===== src/rtl/video_timing_gen_if.sv =====
// Raster output bundle from the timing generator to the TMDS encoders.
// master = timing generator, slave = downstream consumer.
interface video_timing_gen_if #(
  parameter int CNT_W = 11
);
  logic             hsync_o;
  logic             vsync_o;
  logic             de_o;
  logic [CNT_W-1:0] x_o;
  logic [CNT_W-1:0] y_o;
  logic             line_start_o;
  logic             frame_start_o;

  modport master (
    output hsync_o, vsync_o, de_o, x_o, y_o, line_start_o, frame_start_o
  );

  modport slave (
    input  hsync_o, vsync_o, de_o, x_o, y_o, line_start_o, frame_start_o
  );
endinterface


===== src/rtl/video_timing_gen.sv =====
// Raster timing generator: hsync/vsync/de, pixel coordinates and line/frame strobes.
// Latency: outputs are the registered decode of the counters, one pixel clock behind them.
// Backpressure: none; en_i low holds counters at (0,0) and parks the outputs idle.
module video_timing_gen #(
  parameter int H_ACTIVE = 640,
  parameter int H_FP     = 16,
  parameter int H_SYNC   = 96,
  parameter int H_BP     = 48,
  parameter int V_ACTIVE = 480,
  parameter int V_FP     = 10,
  parameter int V_SYNC   = 2,
  parameter int V_BP     = 33,
  parameter bit HS_POL   = 1'b0,
  parameter bit VS_POL   = 1'b0,
  parameter int CNT_W    = 11
) (
  input  logic                clk_i,
  input  logic                rst_ni,
  input  logic                en_i,
  video_timing_gen_if.master  vid
);

  localparam int H_TOTAL = H_ACTIVE + H_FP + H_SYNC + H_BP;
  localparam int V_TOTAL = V_ACTIVE + V_FP + V_SYNC + V_BP;

  // Region boundaries, sized to the counters so every compare is width-matched.
  localparam logic [CNT_W-1:0] H_LAST   = CNT_W'(H_TOTAL - 1);
  localparam logic [CNT_W-1:0] V_LAST   = CNT_W'(V_TOTAL - 1);
  localparam logic [CNT_W-1:0] H_ACT    = CNT_W'(H_ACTIVE);
  localparam logic [CNT_W-1:0] V_ACT    = CNT_W'(V_ACTIVE);
  localparam logic [CNT_W-1:0] HS_START = CNT_W'(H_ACTIVE + H_FP);
  localparam logic [CNT_W-1:0] HS_END   = CNT_W'(H_ACTIVE + H_FP + H_SYNC);
  localparam logic [CNT_W-1:0] VS_START = CNT_W'(V_ACTIVE + V_FP);
  localparam logic [CNT_W-1:0] VS_END   = CNT_W'(V_ACTIVE + V_FP + V_SYNC);

  logic [CNT_W-1:0] h_cnt;
  logic [CNT_W-1:0] v_cnt;
  logic             h_wrap;
  logic             v_wrap;
  logic             de_d;
  logic             hs_d;
  logic             vs_d;
  logic             ls_d;
  logic             fs_d;

  // Decode the current counter position into next-cycle output values.
  always_comb begin
    h_wrap = (h_cnt == H_LAST);
    v_wrap = (v_cnt == V_LAST);
    de_d   = (h_cnt < H_ACT) && (v_cnt < V_ACT);
    // v_cnt only moves on the h wrap, so vsync naturally toggles at x=0.
    hs_d   = ((h_cnt >= HS_START) && (h_cnt < HS_END)) ? HS_POL : ~HS_POL;
    vs_d   = ((v_cnt >= VS_START) && (v_cnt < VS_END)) ? VS_POL : ~VS_POL;
    ls_d   = (h_cnt == '0) && (v_cnt < V_ACT);
    fs_d   = (h_cnt == '0) && (v_cnt == '0);
  end

  // Raster counters: free-run while enabled, snap back to (0,0) when disabled.
  always_ff @(posedge clk_i or negedge rst_ni) begin
    if (!rst_ni) begin
      h_cnt <= '0;
      v_cnt <= '0;
    end else if (!en_i) begin
      h_cnt <= '0;
      v_cnt <= '0;
    end else if (h_wrap) begin
      h_cnt <= '0;
      v_cnt <= v_wrap ? '0 : v_cnt + 1'b1;
    end else begin
      h_cnt <= h_cnt + 1'b1;
    end
  end

  // Output register: all outputs move together so they stay mutually aligned.
  always_ff @(posedge clk_i or negedge rst_ni) begin
    if (!rst_ni) begin
      vid.hsync_o       <= ~HS_POL;
      vid.vsync_o       <= ~VS_POL;
      vid.de_o          <= 1'b0;
      vid.x_o           <= '0;
      vid.y_o           <= '0;
      vid.line_start_o  <= 1'b0;
      vid.frame_start_o <= 1'b0;
    end else if (!en_i) begin
      vid.hsync_o       <= ~HS_POL;
      vid.vsync_o       <= ~VS_POL;
      vid.de_o          <= 1'b0;
      vid.x_o           <= '0;
      vid.y_o           <= '0;
      vid.line_start_o  <= 1'b0;
      vid.frame_start_o <= 1'b0;
    end else begin
      vid.hsync_o       <= hs_d;
      vid.vsync_o       <= vs_d;
      vid.de_o          <= de_d;
      vid.x_o           <= h_cnt;
      vid.y_o           <= v_cnt;
      vid.line_start_o  <= ls_d;
      vid.frame_start_o <= fs_d;
    end
  end

endmodule


===== src/flat_wrapper.sv =====
// flat-port wrapper written by rule: the top's interface ports become plain ports
module video_timing_gen_flat 
#(
  parameter int H_ACTIVE = 640,
  parameter int H_FP     = 16,
  parameter int H_SYNC   = 96,
  parameter int H_BP     = 48,
  parameter int V_ACTIVE = 480,
  parameter int V_FP     = 10,
  parameter int V_SYNC   = 2,
  parameter int V_BP     = 33,
  parameter bit HS_POL   = 1'b0,
  parameter bit VS_POL   = 1'b0,
  parameter int CNT_W    = 11
)
  (clk_i, rst_ni, en_i, vid_hsync_o, vid_vsync_o, vid_de_o, vid_x_o, vid_y_o, vid_line_start_o, vid_frame_start_o);
  video_timing_gen_if #(.CNT_W(CNT_W)) vid_i ();
  input  logic clk_i;
  input  logic rst_ni;
  input  logic en_i;
  output wire logic [$bits(vid_i.hsync_o)-1:0] vid_hsync_o;
  output wire logic [$bits(vid_i.vsync_o)-1:0] vid_vsync_o;
  output wire logic [$bits(vid_i.de_o)-1:0] vid_de_o;
  output wire logic [$bits(vid_i.x_o)-1:0] vid_x_o;
  output wire logic [$bits(vid_i.y_o)-1:0] vid_y_o;
  output wire logic [$bits(vid_i.line_start_o)-1:0] vid_line_start_o;
  output wire logic [$bits(vid_i.frame_start_o)-1:0] vid_frame_start_o;
  assign vid_hsync_o = vid_i.hsync_o;
  assign vid_vsync_o = vid_i.vsync_o;
  assign vid_de_o = vid_i.de_o;
  assign vid_x_o = vid_i.x_o;
  assign vid_y_o = vid_i.y_o;
  assign vid_line_start_o = vid_i.line_start_o;
  assign vid_frame_start_o = vid_i.frame_start_o;
  video_timing_gen #(.H_ACTIVE(H_ACTIVE), .H_FP(H_FP), .H_SYNC(H_SYNC), .H_BP(H_BP), .V_ACTIVE(V_ACTIVE), .V_FP(V_FP), .V_SYNC(V_SYNC), .V_BP(V_BP), .HS_POL(HS_POL), .VS_POL(VS_POL), .CNT_W(CNT_W)) u_core (.clk_i(clk_i), .rst_ni(rst_ni), .en_i(en_i), .vid(vid_i));
endmodule

===== config.mk =====
export PLATFORM = sky130hd
export DESIGN_NAME = video_timing_gen_flat
export DESIGN_NICKNAME = d
export VERILOG_FILES = /design/src/rtl/video_timing_gen_if.sv /design/src/rtl/video_timing_gen.sv /design/src/flat_wrapper.sv
export SDC_FILE = /design/constraint.sdc
export NUM_CORES = 1
export LEC_CHECK = 0
export BUFFER_PORTS_ARGS = -buffer_cell sky130_fd_sc_hd__buf_2
export CORE_ASPECT_RATIO = 0.5
export CORE_MARGIN = 3
export CORE_UTILIZATION = 40
export DETAILED_ROUTE_END_ITERATION = 8
export PLACE_DENSITY = 0.58
export SKIP_LAST_GASP = 1
export SLEW_MARGIN = 30
export SYNTH_ARGS = -nofsm -noshare
export SYNTH_HDL_FRONTEND = slang
export SYNTH_SLANG_ARGS = --single-unit

===== constraint.sdc =====
create_clock -name clk_i -period 5.74 [get_ports clk_i]
set_input_delay 0.861 -clock clk_i [delete_from_list [all_inputs] [get_ports clk_i]]
set_output_delay 0.861 -clock clk_i [all_outputs]
set_load 0.005 [all_outputs]

==> impl_metrics.json, run 1 <==
{
  "synth_edf_count": 0,
  "worstSkewPairLatency_ns": 0.31,
  "max_freq_mhz": 417,
  "regArea_mm2": 0.00123,
  "fill_cells": 508,
  "ys_warn_count": 0,
  "place_hpwl_mm": 2.94,
  "gr-total-overflow": 0,
  "syn_nets": 209,
  "root_buffer": "clkbuf_8",
  "synthDistinctLibCells": 40,
  "async_flop_share_pct": 100,
  "max-clock-path-buffers": 2,
  "slowest_stage": "or4_4",
  "cts_buffers": 5,
  "maxSlewHeadroom_pct": 45.8,
  "drv_cap": 0,
  "whs_ns": 0.555,
  "start_util_pct": 42.7,
  "cts_tree": "yes",
  "rows": 18,
  "place_area_mm2": 0.00235,
  "top_layer_used": "met4",
  "drv_slew": 0,
  "synth_area_mm2": 0.00217,
  "via_per_inst": 5.33,
  "cp-start-kind": "flip-flop",
  "drive_gt1_share_pct": 21.2,
  "p_leak_uw": 0.00119,
  "hold_viol": 0,
  "wl_met3_um": 166,
  "wl_met1_mm": 2.30,
  "worstPathRequired_ns": 5.98,
  "cp.arrival_ns": 2.63,
  "clk_pin_slew_worst_paths_ns": 0.09,
  "end_kind": "flip-flop",
  "cts_setup_buffers": 0,
  "rsz0062_at_grt": "false",
  "r2r-end": "u_core.v_cnt[10]$_DFFE_PN0P_",
  "setup-violations-final": 0,
  "antenna_found_initial": 0,
  "wire_per_inst_um": 14.8,
  "wl_met2_mm": 1.94,
  "multiInputGateArea_um2": 857,
  "status": "complete, no violations",
  "place.gp.congestion": 0.809,
  "first_global_vias": 1488,
  "drt_iter0_drc": 104,
  "areaGrowthSynthToFinish_pct": 13.9,
  "cts_hold_buffers": 0,
  "finalWirelength_mm": 4.45,
  "layout.nets": 237,
  "crit_family": "simple AND/OR/NAND/NOR gates",
  "syn_inst": 202,
  "period_share_pct": 41.7,
  "worst_pin_slew_ns": 0.808,
  "synth_seq_cells": 49,
  "regToRegStartpoint": "u_core.h_cnt[6]$_DFF_PN0_",
  "cts_num_sinks": 49,
  "stdcell_area_mm2": 0.00247,
  "setup_tns_ns": 0,
  "place_ws_ns": 3.39,
  "crit_buf_inv": 0,
  "die_w_um": 110,
  "worst_slack_ns": 3.34,
  "numPortBuffers": 29,
  "track_usage_pct": 15.0,
  "reg2reg_setup_slack_ns": 3.34,
  "hp-class": "in2async",
  "period_minus_slack_ns": 2.40,
  "avgSynthCellArea_um2": 10.8,
  "io_pins": 30,
  "n_antenna_cell": 0,
  "grt_first_pass_wirelength_mm": 7.37,
  "drt_first_pass_iters": 4,
  "critPathKind": "reg2reg",
  "worstPathCellList": "or4_4 > o31a_1 > or4_1 > a21oi_1",
  "htree_levels": 2,
  "core_area_mm2": 0.00509,
  "p_per_area_mw_per_mm2": 258,
  "ant_nets": 0,
  "dr_total_vias": 1605,
  "critPathMaxFanout": 16,
  "r2r_cells": 4,
  "dieHeight_um": 58.1,
  "fin_skew_ns": 0.00448,
  "max_stage_delay_ns": 0.62,
  "peakVddDrop_uv": 112,
  "cts_resized": 0,
  "drc_errors": 0,
  "dieArea_mm2": 0.00641,
  "ys_seq_area_share_pct": 56.5,
  "grt_max_degree": 50,
  "synthFlopType": "dfrtp_1"
}
## worst register-to-register path, stage by stage, from the launching register on
cell and delay, ns:
dfrtp_1 0.49, or4_4 0.62, o31a_1 0.50, or4_1 0.55, a21oi_1 0.16
## metrics by stage
step	std cells	power, uW	util, %
after global placement	293	387	46.1
final	301	639	48.6
after detailed placement	293	388	46.3
after floorplan	202	374	-
after CTS	301	646	48.6
after global routing	301	664	48.6
## final cells by class
class / count / share of cell area [%]
Timing Repair Buffer: 29 / 5.97
Clock inverter: 2 / 1.52
Multi-Input combinational cell: 136 / 34.6
Tap cell: 70 / 3.54
Inverter: 9 / 1.37
Clock buffer: 6 / 3.34
Sequential cell: 49 / 49.6
## worst max-delay path by stage
stage	from	to	slack, ns	cells past startpoint
floorplan	u_core.h_cnt[6]$_DFF_PN0_	u_core.v_cnt[10]$_DFFE_PN0P_	3.65	5
global placement	u_core.h_cnt[6]$_DFF_PN0_	u_core.v_cnt[10]$_DFFE_PN0P_	3.42	3
detailed placement	u_core.h_cnt[6]$_DFF_PN0_	u_core.v_cnt[10]$_DFFE_PN0P_	3.39	4
CTS	u_core.h_cnt[6]$_DFF_PN0_	u_core.v_cnt[10]$_DFFE_PN0P_	3.38	4
global route	u_core.h_cnt[6]$_DFF_PN0_	u_core.v_cnt[10]$_DFFE_PN0P_	3.27	4
finish	u_core.h_cnt[6]$_DFF_PN0_	u_core.v_cnt[10]$_DFFE_PN0P_	3.34	4
## routing by layer
metal / up-vias / GRT usage [%]
li1: 767 / -
met1: 806 / 21.6
met2: 25 / 22.2
met3: 7 / 4.00
met4: 0 / 4.74
met5: - / 0
## Yosys cell counts, drive strengths merged, types with 6 or more instances
| cell type | n | area (um^2) |
|---|---|---|
| or3 | 6 | 43.8 |
| xor2 | 8 | 70.1 |
| nand4 | 9 | 56.3 |
| inv | 9 | 33.8 |
| dfrtp | 47 | 1180 |
| nor2 | 23 | 86.3 |
| o21ai | 7 | 35.0 |
| a21oi | 9 | 45.0 |
| and2 | 17 | 108 |
| nand2 | 8 | 30.0 |
| nand3 | 11 | 55.1 |
## where the power goes
| group | switching, uW | leakage, uW | total (uW) | internal (uW) |
|---|---|---|---|---|
| registers | 3.95 | 0.000670 | 353 | 349 |
| logic | 19.9 | 0.000459 | 27.5 | 7.60 |
| clock network | 116 | 0.0000574 | 258 | 142 |
## registers in the layout (all words and copies together) (netlist names)
name	cells
u_core.h_cnt	11
u_core.v_cnt	11
u_core.vid.de_o	1
u_core.vid.frame_start_o	1
u_core.vid.hsync_o	1
u_core.vid.line_start_o	1
u_core.vid.vsync_o	1
u_core.vid.x_o	11
u_core.vid.y_o	11
## cell families after synthesis
group	Yosys count	share of synthesized area, %
buffers and inverters	17	4.37
AOI/OAI and AO/OA	25	7.25
xor gates and xnor gates	9	3.63
and+or+nand+nor	98	25.9
adders and majority gates	4	2.30
DFF	49	56.5
## cell usage in the layout (no fill, tap or decap), drive strengths merged, types with 2 or more instances in the layout
| master | netlist | layout |
|---|---|---|
| dfrtp | 47 | 47 |
| buf | 5 | 29 |
| nor2 | 23 | 23 |
| and2 | 17 | 17 |
| nand3 | 11 | 11 |
| inv | 9 | 9 |
| nand4 | 9 | 9 |
| a21oi | 9 | 9 |
| nand2 | 8 | 8 |
| xor2 | 8 | 8 |
| o21ai | 7 | 7 |
| clkbuf | 3 | 6 |
| or3 | 6 | 6 |
| and3 | 5 | 5 |
| ha | 4 | 4 |
| nor4 | 3 | 3 |
| o31ai | 3 | 3 |
| and4 | 2 | 2 |
| nor4b | 2 | 2 |
| nand3b | 2 | 2 |
| and4b | 2 | 2 |
| nand4b | 2 | 2 |
| dfstp | 2 | 2 |
| or4 | 2 | 2 |
| o41ai | 2 | 2 |
Note: power is estimated with default switching activity, not from simulation.
==> run 2: changes to the inputs <==
- ABC_AREA: default -> 1
- clock period: 5.74 -> 2.3 ns (I/O delays scaled with it)
==> impl_metrics.json, run 2 <==
{
  "status": "complete, no violations",
  "place.gp.congestion": 0.911,
  "htree_levels": 2,
  "n_antenna_cell": 0,
  "synth_area_mm2": 0.00227,
  "cts_hold_buffers": 0,
  "end_kind": "flip-flop",
  "grt_max_degree": 50,
  "dieArea_mm2": 0.00667,
  "root_buffer": "clkbuf_16",
  "critPathMostFrequentCell": "nand2_2",
  "drv_slew": 0,
  "cp.arrival_ns": 1.83,
  "track_usage_pct": 15.1,
  "cp-start-kind": "flip-flop",
  "drive_gt1_share_pct": 18.1,
  "ys_warn_count": 0,
  "areaGrowthSynthToFinish_pct": 15.0,
  "grt_first_pass_wirelength_mm": 7.85,
  "worstPathCellList": "ha_1 > nand2_2 > nor2_4 > nand4_1 > nand2_2 > inv_4 > nand2_1 > o21ai_2",
  "netlist_top_cells_count": "nand2_1 (61), inv_1 (50), dfrtp_1 (47), nor2_1 (27), nand3_1 (16)",
  "drt_first_pass_iters": 6,
  "first_global_vias": 1602,
  "rsz0062_at_grt": "false",
  "cts_tree": "yes",
  "cts_buffers": 5,
  "crit_buf_inv": 1,
  "maxSlewHeadroom_pct": 59.7,
  "worst_pin_slew_ns": 0.605,
  "drc_errors": 0,
  "io_pins": 30,
  "synth.area.top_cells": "dfrtp_1 (52%), nand2_1 (10%), inv_1 (8.3%), nor2_1 (4.5%), nand4_1 (3.9%)",
  "wire_per_inst_um": 12.4,
  "fin_skew_ns": 0.00495,
  "syn_nets": 274,
  "via_per_inst": 4.82,
  "p_per_area_mw_per_mm2": 631,
  "max_freq_mhz": 602,
  "cts_resized": 0,
  "worstPathRequired_ns": 2.47,
  "cts_setup_buffers": 0,
  "period_minus_slack_ns": 1.66,
  "die_w_um": 113,
  "cts_num_sinks": 49,
  "antenna_found_initial": 0,
  "rows": 18,
  "peakVddDrop_uv": 300,
  "setup_tns_ns": 0,
  "reg2reg_setup_slack_ns": 0.64,
  "fin_util_pct": 50.2,
  "async_flop_share_pct": 100,
  "synthDistinctLibCells": 27,
  "dieHeight_um": 59.3,
  "hp-class": "in2async",
  "synth.top_cell.area_share_pct": 51.8,
  "core_area_mm2": 0.00520,
  "layout_common_cells": "nand2_1 (61), inv_1 (50), dfrtp_1 (47), buf_2 (29), nor2_1 (27)",
  "finalWirelength_mm": 4.55,
  "hold_viol": 0,
  "mostFrequentLayoutCell": "nand2_1",
  "layout.nets": 304,
  "dr_total_vias": 1774,
  "period_share_pct": 72.3,
  "critPathKind": "reg2reg",
  "place_hpwl_mm": 3.24,
  "numPortBuffers": 29,
  "avgSynthCellArea_um2": 8.50,
  "clk_pin_slew_worst_paths_ns": 0.06,
  "synth_area_leader_cell": "dfrtp_1",
  "synth_edf_count": 0,
  "p_leak_uw": 0.00149,
  "setup-violations-final": 0,
  "max_stage_delay_ns": 0.42,
  "ys_seq_area_share_pct": 54.1,
  "gr-total-overflow": 0,
  "synthFlopType": "dfrtp_1",
  "drv_cap": 0,
  "critPathMaxFanout": 13,
  "ant_nets": 0,
  "r2r_cells": 8,
  "crit_family": "simple AND/OR/NAND/NOR gates",
  "syn_inst": 267,
  "regToRegStartpoint": "u_core.h_cnt[0]$_DFF_PN0_",
  "start_util_pct": 43.6,
  "r2r-end": "u_core.v_cnt[3]$_DFFE_PN0P_",
  "drt_iter0_drc": 146,
  "worstSkewPairLatency_ns": 0.28,
  "slowest_stage": "dfrtp_1",
  "synth_seq_cells": 49,
  "max-clock-path-buffers": 2,
  "synth_most_common_cell": "nand2_1"
}
[run 2: stage by stage]
stage	cell area [um^2]	instances	power [uW]	hold WS [ns]	setup WS [ns]
after global placement	2470	360	970	0.472	0.733
after floorplan	2270	267	934	0.0494	0.974
after global routing	2610	368	1730	0.223	0.503
final	2610	368	1650	0.152	0.638
after CTS	2610	368	1670	0.187	0.644
after detailed placement	2470	360	971	0.488	0.663
[run 2: kinds of logic after synthesis]
logic type                 count (synthesis)  synth area share [%]
DFF                                       49                  54.1
AOI/OAI and AO/OA                         16                  4.91
buffers and inverters                     59                  10.6
xor gates and xnor gates                   4                  1.54
and+or+nand+nor                          135                  26.6
adders and majority gates                  4                  2.21
[run 2: how the worst max path moves through the flow]
stage                                    from                          end  slack, ns  depth (start not counted)
floorplan           u_core.h_cnt[0]$_DFF_PN0_  u_core.v_cnt[0]$_DFFE_PN0P_       0.97                          7
global placement    u_core.h_cnt[0]$_DFF_PN0_  u_core.v_cnt[3]$_DFFE_PN0P_       0.73                          8
detailed placement  u_core.h_cnt[0]$_DFF_PN0_  u_core.v_cnt[3]$_DFFE_PN0P_       0.66                          8
CTS                 u_core.h_cnt[0]$_DFF_PN0_  u_core.v_cnt[3]$_DFFE_PN0P_       0.64                          8
global route        u_core.h_cnt[0]$_DFF_PN0_  u_core.v_cnt[2]$_DFFE_PN0P_       0.50                          8
finish              u_core.h_cnt[0]$_DFF_PN0_  u_core.v_cnt[3]$_DFFE_PN0P_       0.64                          8
[run 2: worst reg2reg max path, stage by stage (launching register included)]
cell and delay [ns]:
dfrtp_1 0.42, ha_1 0.23, nand2_2 0.09, nor2_4 0.12, nand4_1 0.11, nand2_2 0.32
inv_4 0.11, nand2_1 0.09, o21ai_2 0.05
[run 2: final cells by class]
cell class                      instances  area, um^2
Clock buffer                            6         129
Clock inverter                          2        10.0
Fill cell                             517        2590
Inverter                               51         194
Multi-Input combinational cell        159         801
Sequential cell                        49        1230
Tap cell                               70        87.6
Timing Repair Buffer                   31         160
[run 2: routing by layer]
layer	part of all wire [%]	vias to the layer above	global-route usage, %
met5	0	-	0
met4	0.68	0	3.77
met3	6.1	2	4.59
met2	46	45	22.9
met1	47	843	21.3
li1	-	884	-
[run 2: power breakdown]
| group | internal (uW) | switching (uW) |
|---|---|---|
| sequential | 873 | 7.88 |
| combinational | 19.5 | 53.2 |
| clock | 399 | 294 |
| total | 1290 | 355 |
